[src/rtl/pipe_stage_reg.sv]
// Pipeline stage register with valid/ready handshake, one-entry skid buffer
// and synchronous flush; carries a WIDTH-bit packed stage payload.
//
// state | meaning
// EMPTY | no payload held, out_valid low
// FULL  | main holds a payload, skid empty
// SKID  | main and skid both hold payloads, in_ready low
module pipe_stage_reg #(
  parameter int unsigned          WIDTH     = 32,
  parameter logic [WIDTH-1:0]     RESET_VAL = '0
) (
  input  logic             clk,
  input  logic             rst,
  input  logic             flush,
  input  logic             in_valid,
  output logic             in_ready,
  input  logic [WIDTH-1:0] in_data,
  output logic             out_valid,
  input  logic             out_ready,
  output logic [WIDTH-1:0] out_data,
  output logic [1:0]       occupancy
);

  // bit 0 is main_valid, bit 1 is skid_valid; 2'b10 is unreachable
  typedef enum logic [1:0] {
    EMPTY = 2'b00,
    FULL  = 2'b01,
    SKID  = 2'b11
  } state_t;

  state_t           state, state_nx;
  logic [WIDTH-1:0] main_data, skid_data;
  logic             main_valid, skid_valid;
  logic             acc, take;
  logic             load_main, load_skid, main_from_skid;

  assign main_valid = state[0];
  assign skid_valid = state[1];
  assign in_ready   = !skid_valid && !rst;
  assign out_valid  = main_valid;
  assign out_data   = main_data;
  assign occupancy  = {1'b0, main_valid} + {1'b0, skid_valid};
  assign acc        = in_valid && in_ready;
  assign take       = out_valid && out_ready;

  always_comb begin
    state_nx       = state;
    load_main      = 1'b0;
    load_skid      = 1'b0;
    main_from_skid = 1'b0;
    case (state)
      EMPTY: begin
        if (acc) begin
          load_main = 1'b1;
          state_nx  = FULL;
        end
      end
      FULL: begin
        if (acc && take) begin
          load_main = 1'b1;
        end else if (acc) begin
          load_skid = 1'b1;
          state_nx  = SKID;
        end else if (take) begin
          state_nx  = EMPTY;
        end
      end
      SKID: begin
        if (take) begin
          main_from_skid = 1'b1;
          state_nx       = FULL;
        end
      end
      default: state_nx = EMPTY;
    endcase
    // a squash empties the stage and leaves the data registers untouched
    if (flush) begin
      state_nx       = EMPTY;
      load_main      = 1'b0;
      load_skid      = 1'b0;
      main_from_skid = 1'b0;
    end
  end

  always_ff @(posedge clk or posedge rst) begin
    if (rst) begin
      state     <= EMPTY;
      main_data <= RESET_VAL;
      skid_data <= RESET_VAL;
    end else begin
      state <= state_nx;
      if (load_main)
        main_data <= in_data;
      else if (main_from_skid)
        main_data <= skid_data;
      if (load_skid)
        skid_data <= in_data;
    end
  end

endmodule

[config.mk]
export PLATFORM = sky130hd
export DESIGN_NAME = pipe_stage_reg
export DESIGN_NICKNAME = d
export VERILOG_FILES = /design/src/rtl/pipe_stage_reg.sv
export SDC_FILE = /design/constraint.sdc
export NUM_CORES = 1
export LEC_CHECK = 0
export BUFFER_PORTS_ARGS = -buffer_cell sky130_fd_sc_hd__buf_2
export CORE_ASPECT_RATIO = 0.75
export CORE_MARGIN = 2
export CORE_UTILIZATION = 28
export CTS_BUF_LIST = sky130_fd_sc_hd__clkbuf_4
export DETAILED_ROUTE_END_ITERATION = 10
export PLACE_DENSITY = 0.5
export REMOVE_ABC_BUFFERS = 1
export SLEW_MARGIN = 20
export SYNTH_ARGS = -nofsm -noshare
export SYNTH_HDL_FRONTEND = slang
export SYNTH_SLANG_ARGS = --single-unit
[constraint.sdc]
create_clock -name clk -period 1.8 [get_ports clk]
set_input_delay 0.09 -clock clk [delete_from_list [all_inputs] [get_ports clk]]
set_output_delay 0.09 -clock clk [all_outputs]
set_load 0.01 [all_outputs]
## After elaboration in Yosys (flattened, before gate mapping)

Index checks and enable logic that the tools add are counted.

- Word-level logic and storage cells: 38
- Input bits: 37
- Output and inout bits: 36
- Bits in registers: 66

- Multiplexer cells: 19
- Reduce and logical (&&, ||, !) cells: 9
- Equality and inequality tests: 6
- Add/sub/neg operators: 1

Operators by type and width:

| operator | number |
|---|---|
| $mux 32 | 2 |
| $mux 2 | 6 |
| $mux 1 | 9 |
| $ne 3x3->1 const B | 3 |
| $pmux 2 s3 | 1 |
| $logic_and 1x1->1 | 4 |
| $ne 4x4->1 const B | 1 |
| $reduce_and 4->1 | 1 |
| $add 1x1->2 | 1 |
| $eq 2x1->1 const B | 1 |
| $eq 2x2->1 const B | 1 |
| $logic_not 1->1 | 2 |
| $logic_not 2->1 | 1 |
| $pmux 1 s2 | 1 |
| $reduce_bool 2->1 | 1 |

## Logic depth before layout (Yosys ltp)

Gate-level depths: netlist of run 1.

- Depth in word-level cells: 8
- Depth in mapped cells: 7
- Gate-level depth less buffers: 6

## Worst setup path after synthesis of run 1

Ideal clock, no wire load.

- Path type: reg-to-reg
- Start: register state[1]
- End: register state[1]
- Path buffers: 0
- Data arrival time: 1.730 ns
- Data required time: 1.705 ns
- Clock period less this slack: 1.826 ns
- Slack: -0.026 ns
- Cell stages (with the launch flop): 6
- Library setup time: 0.095 ns
- Cells stage by stage: dfrtp_1 -> inv_1 -> ha_1 -> or4bb_1 -> or4_1 -> o31ai_1

- Word-level cells in the longest chain between the ends: 7
- Elaborated cells on any way between the ends: 16
- Classes of those cells: eq/ne: 6; mux: 4; reduce/logical: 6

Ends and longest elaborated chain:

| element | line | RTL |
|---|---|---|
| start, declared | 31 | `state_t state, state_nx;` |
| start signal, assigned | 91 | `state <= state_nx;` |
| $logic_not 1->1 | 39 | `assign in_ready = !skid_valid && !rst;` |
| $logic_and 1x1->1 | 39 |  |
| $logic_and 1x1->1 | 43 | `assign acc = in_valid && in_ready;` |
| $mux 2 | 61 | `end else if (acc) begin` |
| $mux 2 | 59 | `if (acc && take) begin` |
| $pmux 2 s3 | 51 | `case (state)` |
| $mux 2 | 77 | `if (flush) begin` |

Parallel ways exist; a longest one is shown, timed or not. The select of a mux whose other input is x is not followed.
A chain may end at the register's enable or synchronous reset.

## Final worst setup path of run 1

Same ends and word-level chain as after synthesis.

==> impl_metrics.tcl, run 1 <==
set metrics [dict create \
    grt_max_degree 67 \
    area_delta_synth_final_pct 37.6 \
    viasPerCell 4.34 \
    whs_ns 0.226 \
    timing.final.crit_share 1.01 \
    slowest_delay_ns 0.53 \
    timing.final.setup_violations 2 \
    slew_headroom 0.737 \
    yosys.area.top_type "dfrtp_1" \
    io_buffers 72 \
    clockBufferDepth 2 \
    synth_ff_type "dfrtp_1" \
    seq_power_share 0.513 \
    violations "setup timing" \
    cp.arrival_ns 2.15 \
    whs_endpoint "state[1]" \
    p_sw_frac 0.318 \
    core_sq_mm 0.0103 \
    htreeDepth 3 \
    r2r-start "state[1]" \
    cts_tree "yes" \
    drc_errors 0 \
    initial_core_util 0.289 \
    synth_cells 233 \
    p_leak_nw 2.14 \
    grt_usage 0.123 \
    fillers 1019 \
    run_status "finished, violations left" \
    crit_chain "inv_2, ha_4, or4bb_4, or4_4, o31ai_2" \
    cp_max_fo 4 \
    pwr-share-comb 0.329 \
    worst_pin_slew_ns 0.394 \
    routed-via-count 2138 \
    rsz0062_at_grt "yes" \
    drive_gt1_frac 0.417 \
    syn_avg_cell_area_sq_um 12.7 \
    place_congestion 0.794 \
    p_int_mw 3.26 \
    drtAntennaViolNets 0 \
    period_needed_ns 1.83 \
    r2r_end "state[1]" \
    power_frac_clock 0.159 \
    end_kind "flip-flop" \
    nNetsFinal 395 \
    reg2reg_slack_ns -0.03 \
    dieWidth_um 123 \
    cts_made_buffers 9 \
    hold_class "in2reg" \
    synthTopCellsByArea "dfrtp_1, mux2i_1, mux2_2" \
    drv_slew 0 \
    root_buffer "clkbuf_4" \
    synth_seq_cells 66 \
    path_class "reg2reg" \
    hold_viol 0 \
    drt-initial-drc-count 49 \
    hold_depth 4 \
    cp_slowest_cell "or4_4" \
    min_from "in_valid" \
    die_area_sq_mm 0.0115 \
    switchingPower_mw 1.52 \
    grt-ovfl-total 0 \
    cts_sinks 66 \
    ir_drop_mv 0.529 \
    rr_worst_depth 5 \
    critPathLaunchType "flip-flop" \
    wire_per_inst_um 13.8 \
    ios 73 \
    setup_slack_ns -0.0266 \
    clk_latency_ns 0.40 \
    hpwl_um 4070 \
    synth_most_common_cell "dfrtp_1" \
    cp.required_ns 2.12 \
    ys.warnings.count 0 \
    powerDensity_mw_per_mm2 1170 \
    drv_cap 0 \
    startpoint "state[1]" \
    max_freq_mhz 547 \
    fin_setup_tns_ns -0.0333 \
    antenna_found_initial 0 \
    synth_sequential_area_ratio 0.556 \
    ys_types 23 \
    synth_commonest_cells "dfrtp_1, mux2i_1, nand2_1" \
    first_pass_iters 4 \
    yosysTopAreaCellShare 0.556 \
    wl_um 6800 \
    clk_pin_slew_ns 0.10 \
    finalClockSkew_ns 0.00946 \
    syn_area_sq_mm 0.00297 \
    ys_async_sr_fraction 1.00 \
    antennaDiodeCount 0 \
    synth-edff-count 0 \
    die_y_um 93.2 \
    grt_pass1_vias 2171 \
    rows 32 \
    grt_pass1_wl_um 10700 \
]
[cells in the final DEF, fill, tap and decap left out, types with 9 or more instances in the layout]
| master | Yosys | final |
|---|---|---|
| buf_2 | 4 | 72 |
| buf_4 | 0 | 9 |
| clkbuf_4 | 0 | 9 |
| dfrtp_1 | 66 | 65 |
| dlygate4sd3_1 | 0 | 34 |
| mux2_2 | 24 | 24 |
| mux2_4 | 9 | 9 |
| mux2i_1 | 33 | 32 |
| nand2_1 | 33 | 33 |
| o21ai_0 | 32 | 26 |
[registers in the layout, summed over array words and instances, names as in the netlist]
signal	count
out_data	32
state	2
skid_data	32
[layout make-up]
type                       instances  area, sq um  share of cell area
sequential                        66         1650               0.404
multi-input combinational        150         1220               0.298
timing repair buffer             123          938               0.230
tap                              136          170              0.0416
clock buffer                       9         67.6              0.0165
clock inverter                     5         23.8             0.00582
inverter                           4         15.0             0.00367
[routing by layer]
| layer | up-vias | share of wire | wire [um] | track usage |
|---|---|---|---|---|
| met2 | 50 | 0.46 | 3110 | 0.192 |
| met3 | 11 | 0.054 | 370 | 0.0530 |
| met4 | 0 | 0.013 | 89 | 0.0441 |
| met5 | - | 0 | 0 | 0 |
| li1 | 1053 | - | - | - |
| met1 | 1024 | 0.47 | 3220 | 0.153 |
[timing repair]
action | in CTS | in global routing
hold endpoints to repair | 131 | 0
pin swaps | 2 | 2
endpoints found under the setup margin | 3 | 66
hold buffers | 34 | 0
gates cloned | 0 | 2
buffers inserted | 1 | 4
resized for setup | 4 | 13
[power groups by stage]
stage | Clock (mW) | Sequential, mW | Combinational [mW]
after global placement | 0 | 2.44 | 1.43
after CTS | 0.825 | 2.44 | 1.54
after floorplan | 0 | 2.55 | 0.780
after detailed placement | 0 | 2.47 | 1.47
after global routing | 0.883 | 2.53 | 1.75
final | 0.757 | 2.45 | 1.57
[worst max-delay path by stage]
| stage | end | cells past startpoint |
|---|---|---|
| 6_report | state[1] | 5 |
| 5_1_grt | state[1] | 5 |
| 4_1_cts | state[1] | 5 |
| 3_5_place_dp | state[1] | 5 |
| 3_3_place_gp | state[1] | 5 |
| 2_1_floorplan | out_data[0] | 5 |
[through the flow]
| step | instance area (sq um) | power [mW] | std cells | utilization | setup slack, ns |
|---|---|---|---|---|---|
| 5_1_grt | 4090 | 5.16 | 493 | 0.397 | -0.0880 |
| 3_5_place_dp | 3530 | 3.93 | 438 | 0.343 | -0.0943 |
| 3_3_place_gp | 3530 | 3.88 | 438 | 0.343 | -0.0428 |
| 6_report | 4090 | 4.78 | 493 | 0.397 | -0.0266 |
| 4_1_cts | 3980 | 4.80 | 487 | 0.386 | 0.000905 |
| 2_1_floorplan | 2850 | 3.33 | 220 | - | -0.550 |
[worst max-delay path, delay by kind of cell, from the launching register on]
family	cells	cell delay [ns]
buffers and inverters	1	0.10
AO/OA/AOI/OAI	1	0.07
adder cells (fa/ha/maj)	1	0.13
AND/OR/NAND/NOR	2	1.01
flip-flops	1	0.43
[cell families after synthesis]
family / Yosys count / synth area share
simple gates: 43 / 0.0674
mux: 66 / 0.248
compound gates: 37 / 0.0661
flops: 66 / 0.556
fa+ha+maj: 4 / 0.0168
buf+inv: 17 / 0.0459
Power figures use the tool's default switching activity.
==> run 2, diff against run 1 <==
--- a/config.mk
+++ b/config.mk
@@ -9,7 +9,6 @@
 export CORE_ASPECT_RATIO = 0.75
 export CORE_MARGIN = 2
 export CORE_UTILIZATION = 28
-export CTS_BUF_LIST = sky130_fd_sc_hd__clkbuf_4
 export DETAILED_ROUTE_END_ITERATION = 10
 export PLACE_DENSITY = 0.5
 export REMOVE_ABC_BUFFERS = 1
==> run 2 against run 1 <==
The run now ends clean; final area up 2.6%; setup slack better by 0.029 ns; sequential cell count unchanged; sequential power about the same; routed wire length down 3.4%; final cell count down 1.2%; highest routed layer unchanged.
==> impl_metrics.tcl, run 2 (synthesis gave the netlist of run 1 again) <==
set metrics [dict create \
    hpwl_um 4070 \
    clk_pin_slew_ns 0.05 \
    drive_gt1_frac 0.419 \
    whs_endpoint "state[1]" \
    place_congestion 0.794 \
    drv_slew 0 \
    root_buffer "clkbuf_16" \
    finalClockSkew_ns 0.00417 \
    wire_per_inst_um 13.5 \
    routed-via-count 2108 \
    drv_cap 0 \
    grt-ovfl-total 0 \
    r2r_end "state[1]" \
    cp.depth 5 \
    ios 73 \
    rows 32 \
    cp_slowest_cell "or4_4" \
    layout_commonest_cell "buf_2" \
    cp.arrival_ns 2.03 \
    hold_viol 0 \
    reg2reg_slack_ns 0.003 \
    cp.required_ns 2.04 \
    crit_buf_inv 1 \
    end_kind "flip-flop" \
    powerDensity_mw_per_mm2 1320 \
    crit_chain "inv_2, ha_4, or4bb_4, or4_4, o31ai_2" \
    path_class "reg2reg" \
    cp_max_fo 4 \
    rsz0062_at_grt "yes" \
    nNetsFinal 389 \
    die_y_um 93.2 \
    wl_um 6560 \
    drtAntennaViolNets 0 \
    run_status "complete, no violations" \
    drt-initial-drc-count 52 \
    max_freq_mhz 556 \
    grt_usage 0.124 \
    clockBufferDepth 2 \
    place_ws_ns -0.0943 \
    initial_core_util 0.289 \
    grt_max_degree 67 \
    dieWidth_um 123 \
    setup_slack_ns 0.00282 \
    ir_drop_mv 0.660 \
    antennaDiodeCount 0 \
    critPathLaunchType "flip-flop" \
    fillers 1007 \
    period_needed_ns 1.80 \
    hold_depth 2 \
    cts_sinks 66 \
    timing.final.crit_share 0.998 \
    slowest_delay_ns 0.53 \
    min_from "flush" \
    clk_latency_ns 0.32 \
    antenna_found_initial 0 \
    io_buffers 72 \
    p_leak_nw 2.17 \
    worst_pin_slew_ns 0.395 \
    slew_headroom 0.736 \
    final_cell_mix "buf_2, dfrtp_1, nand2_1, dlygate4sd3_1, mux2i_1" \
    area_delta_synth_final_pct 41.2 \
    drc_errors 0 \
    die_area_sq_mm 0.0115 \
    grt_pass1_vias 2148 \
    r2r-start "state[1]" \
    hold_class "in2reg" \
    first_pass_iters 5 \
    cts_made_buffers 9 \
    crit_family "simple AND/OR/NAND/NOR gates" \
    whs_ns 0.0751 \
    rr_worst_depth 5 \
    viasPerCell 4.33 \
    cts_tree "yes" \
    grt_pass1_wl_um 10600 \
    timing.final.setup_violations 0 \
    core_sq_mm 0.0103 \
    htreeDepth 3 \
]
[run 2: cell types whose count changed in the layout (fill, tap and decap cells not counted), moves of 3 or more]
cell / before / now
buf_4: 9 / 5
clkbuf_16: 2 / 10
clkbuf_4: 9 / 0
o21ai_0: 26 / 23
o21ai_1: 6 / 9
[run 2: layer usage]
metal | vias up | global-route usage | share of wire
met1 | 1003 | 0.155 | 0.47
met3 | 10 | 0.0530 | 0.064
met2 | 53 | 0.190 | 0.45
li1 | 1042 | - | -
met5 | - | 0 | 0
met4 | 0 | 0.0431 | 0.014
[run 2: metrics by stage]
stage	utilization	cell area, sq um	cells	TNS [ns]	power [mW]
CTS	0.402	4140	486	0	5.58
global route	0.407	4190	487	-0.362	5.91
detailed placement	0.343	3530	438	-0.150	3.93
floorplan	-	2850	220	-20.11	3.33
finish	0.407	4190	487	0	5.52
global placement	0.343	3530	438	-0.0428	3.88
[run 2: worst max-delay path by stage]
| stage | slack, ns | end | startpoint |
|---|---|---|---|
| floorplan | -0.55 | out_data[0] | state[0] |
| global placement | -0.04 | state[1] | state[1] |
| detailed placement | -0.09 | state[1] | state[1] |
| CTS | 0.02 | state[1] | state[1] |
| global route | -0.07 | state[1] | state[1] |
| finish | 0.003 | state[1] | state[1] |
[run 2: area by class of cell]
type	count	area, sq um	share of cell area
sequential	66	1650	0.394
multi-input combinational	150	1220	0.292
timing repair buffer	117	873	0.208
clock buffer	10	239	0.0570
tap	136	170	0.0406
clock inverter	4	20.0	0.00477
inverter	4	15.0	0.00358
[run 2: repair_timing]
action	CTS	global route
hold buffers	33	0
resized for setup	5	16
pin swaps	2	2
endpoints found under the hold margin	108	0
setup buffers	1	0
cloned	0	1
endpoints found under the setup margin	3	35
[run 2: power by group]
part | internal [mW] | leakage, nW | switching (mW) | total [mW]
Combinational | 0.869 | 1.21 | 0.665 | 1.53
Clock | 0.941 | 0.134 | 0.586 | 1.53
Sequential | 2.12 | 0.824 | 0.342 | 2.46
==> run 3, diff against run 2 <==
--- a/config.mk
+++ b/config.mk
@@ -8,9 +8,9 @@
 export BUFFER_PORTS_ARGS = -buffer_cell sky130_fd_sc_hd__buf_2
 export CORE_ASPECT_RATIO = 0.75
 export CORE_MARGIN = 2
-export CORE_UTILIZATION = 28
+export CORE_UTILIZATION = 40
 export DETAILED_ROUTE_END_ITERATION = 10
-export PLACE_DENSITY = 0.5
+export PLACE_DENSITY = 0.66
 export REMOVE_ABC_BUFFERS = 1
 export SLEW_MARGIN = 20
 export SYNTH_ARGS = -nofsm -noshare
==> run 3 against run 2 <==
Setup slack better by 0.015 ns; routed wire length down 6.5%; hold slack better by 0.012 ns; sequential share of layout area up 0.37 points; largest power group unchanged; critical path type unchanged.
==> impl_metrics.tcl, run 3 (synthesis gave the netlist of run 1 again) <==
set metrics [dict create \
    clk_pin_slew_ns 0.07 \
    power_frac_clock 0.294 \
    p_int_mw 4.09 \
    grt_pass1_vias 2194 \
    path_class "reg2reg" \
    p_leak_nw 2.19 \
    worst_pin_slew_ns 0.668 \
    root_buffer "clkbuf_8" \
    placed_area_sq_mm 0.00349 \
    drc_errors 0 \
    final_cell_mix "buf_2, dfrtp_1, nand2_1, dlygate4sd3_1, mux2i_1" \
    cp_max_fo 5 \
    ios 73 \
    drv_slew 0 \
    powerDensity_mw_per_mm2 1360 \
    clockBufferDepth 2 \
    grt_pass1_wl_um 10300 \
    cts_sinks 66 \
    end_kind "flip-flop" \
    cp.arrival_ns 2.00 \
    grt-ovfl-total 0 \
    routed-via-count 2159 \
    setup_slack_ns 0.0178 \
    wl_um 6130 \
    htreeDepth 3 \
    area_delta_synth_final_pct 39.7 \
    layoutNonFillerInstCount 454 \
    die_area_sq_mm 0.00814 \
    drtAntennaViolNets 0 \
    viasPerCell 4.76 \
    whs_ns 0.0873 \
    p_sw_frac 0.279 \
    initial_core_util 0.409 \
    fin_setup_tns_ns 0 \
    grt_max_degree 37 \
    io_buffers 72 \
    dieWidth_um 104 \
    fillers 603 \
    switchingPower_mw 1.58 \
    final_area_sq_mm 0.00415 \
    critPathLaunchType "flip-flop" \
    timing.final.setup_violations 0 \
    layout_commonest_cell "buf_2" \
    cts_tree "yes" \
    rr_worst_depth 6 \
    first_pass_iters 4 \
    slew_headroom 0.554 \
    cts_made_buffers 9 \
    grt_usage 0.161 \
    hold_class "in2reg" \
    rsz0062_at_grt "yes" \
    antenna_found_initial 0 \
    core_sq_mm 0.00726 \
    hold_depth 2 \
    wire_per_inst_um 13.5 \
    nNetsFinal 389 \
    place_ws_ns -0.0482 \
    period_needed_ns 1.78 \
    hpwl_um 3900 \
    timing.final.crit_share 0.990 \
    run_status "complete, no violations" \
    seq_power_share 0.431 \
    antennaDiodeCount 0 \
    place_inst 404 \
    finalClockSkew_ns 0.00946 \
    rows 27 \
    pwr-share-comb 0.275 \
    hold_viol 0 \
    drv_cap 0 \
    ir_drop_mv 0.675 \
    max_freq_mhz 561 \
    place_congestion 0.905 \
    drive_gt1_frac 0.414 \
    cp.required_ns 2.02 \
    die_y_um 78.6 \
    drt-initial-drc-count 66 \
    clk_latency_ns 0.34 \
]
==> run 3: cell count changes in the layout (fill, tap and decap cells not counted), sizes merged <==
cell,before,now
clkinv,4,2
buf,83,84
bufinv,0,4
clkbuf,11,10
==> run 3: power by group through the flow <==
| stage | clock network, mW | registers [mW] | logic (mW) |
|---|---|---|---|
| 4_1_cts | 1.71 | 2.44 | 1.54 |
| 5_1_grt | 1.78 | 2.52 | 1.72 |
| 2_1_floorplan | 0 | 2.55 | 0.780 |
| 3_3_place_gp | 0 | 2.43 | 1.44 |
| 6_report | 1.67 | 2.44 | 1.56 |
| 3_5_place_dp | 0 | 2.46 | 1.49 |
==> run 3: stage by stage <==
step	power, mW	util
2_1_floorplan	3.33	-
3_3_place_gp	3.87	0.481
3_5_place_dp	3.95	0.481
4_1_cts	5.69	0.567
5_1_grt	6.03	0.571
6_report	5.66	0.571
==> run 3: cell type report <==
| type | instances | area, sq um | area share |
|---|---|---|---|
| clock buffers | 10 | 138 | 0.0332 |
| well taps | 101 | 126 | 0.0304 |
| inverters | 4 | 15.0 | 0.00362 |
| flip-flops and latches | 66 | 1650 | 0.398 |
| multi-input cells | 150 | 1220 | 0.294 |
| repair buffers | 117 | 863 | 0.208 |
| clock inverters | 6 | 138 | 0.0332 |
==> run 3: critical path, stage by stage, from the launching register on <==
cell      delay (ns)
dfrtp_1         0.42
ha_2            0.21
buf_4           0.13
a21boi_1        0.15
o21a_1          0.22
nor2_2          0.18
mux2_2          0.36
==> run 3: worst paths after layout <==
kind,start,end,slack [ns]
worst max-delay path,state[0],state[0],0.02
worst min-delay path,flush,state[1],0.09
worst max register to register,state[0],state[0],0.02
worst min register to register,skid_data[20],skid_data[20],0.51
max in group asynchronous,rst,skid_data[23],0.75
min in group asynchronous,rst,skid_data[18],0.43
==> run 3: repair_timing <==
| item | CTS | global route |
|---|---|---|
| hold endpoints to repair | 91 | 0 |
| gates resized for setup | 6 | 15 |
| endpoints found under the setup margin | 12 | 40 |
| setup buffers | 0 | 1 |
| gates cloned | 0 | 0 |
| pin swaps | 1 | 1 |
| hold buffers | 33 | 0 |
==> run 3: routing by layer <==
metal | GRT usage | vias to the layer above | wire length (um)
met5 | 0 | - | 0
met4 | 0.0405 | 0 | 10
met3 | 0.0706 | 2 | 412
met2 | 0.260 | 60 | 2880
met1 | 0.200 | 1055 | 2830
li1 | - | 1042 | -
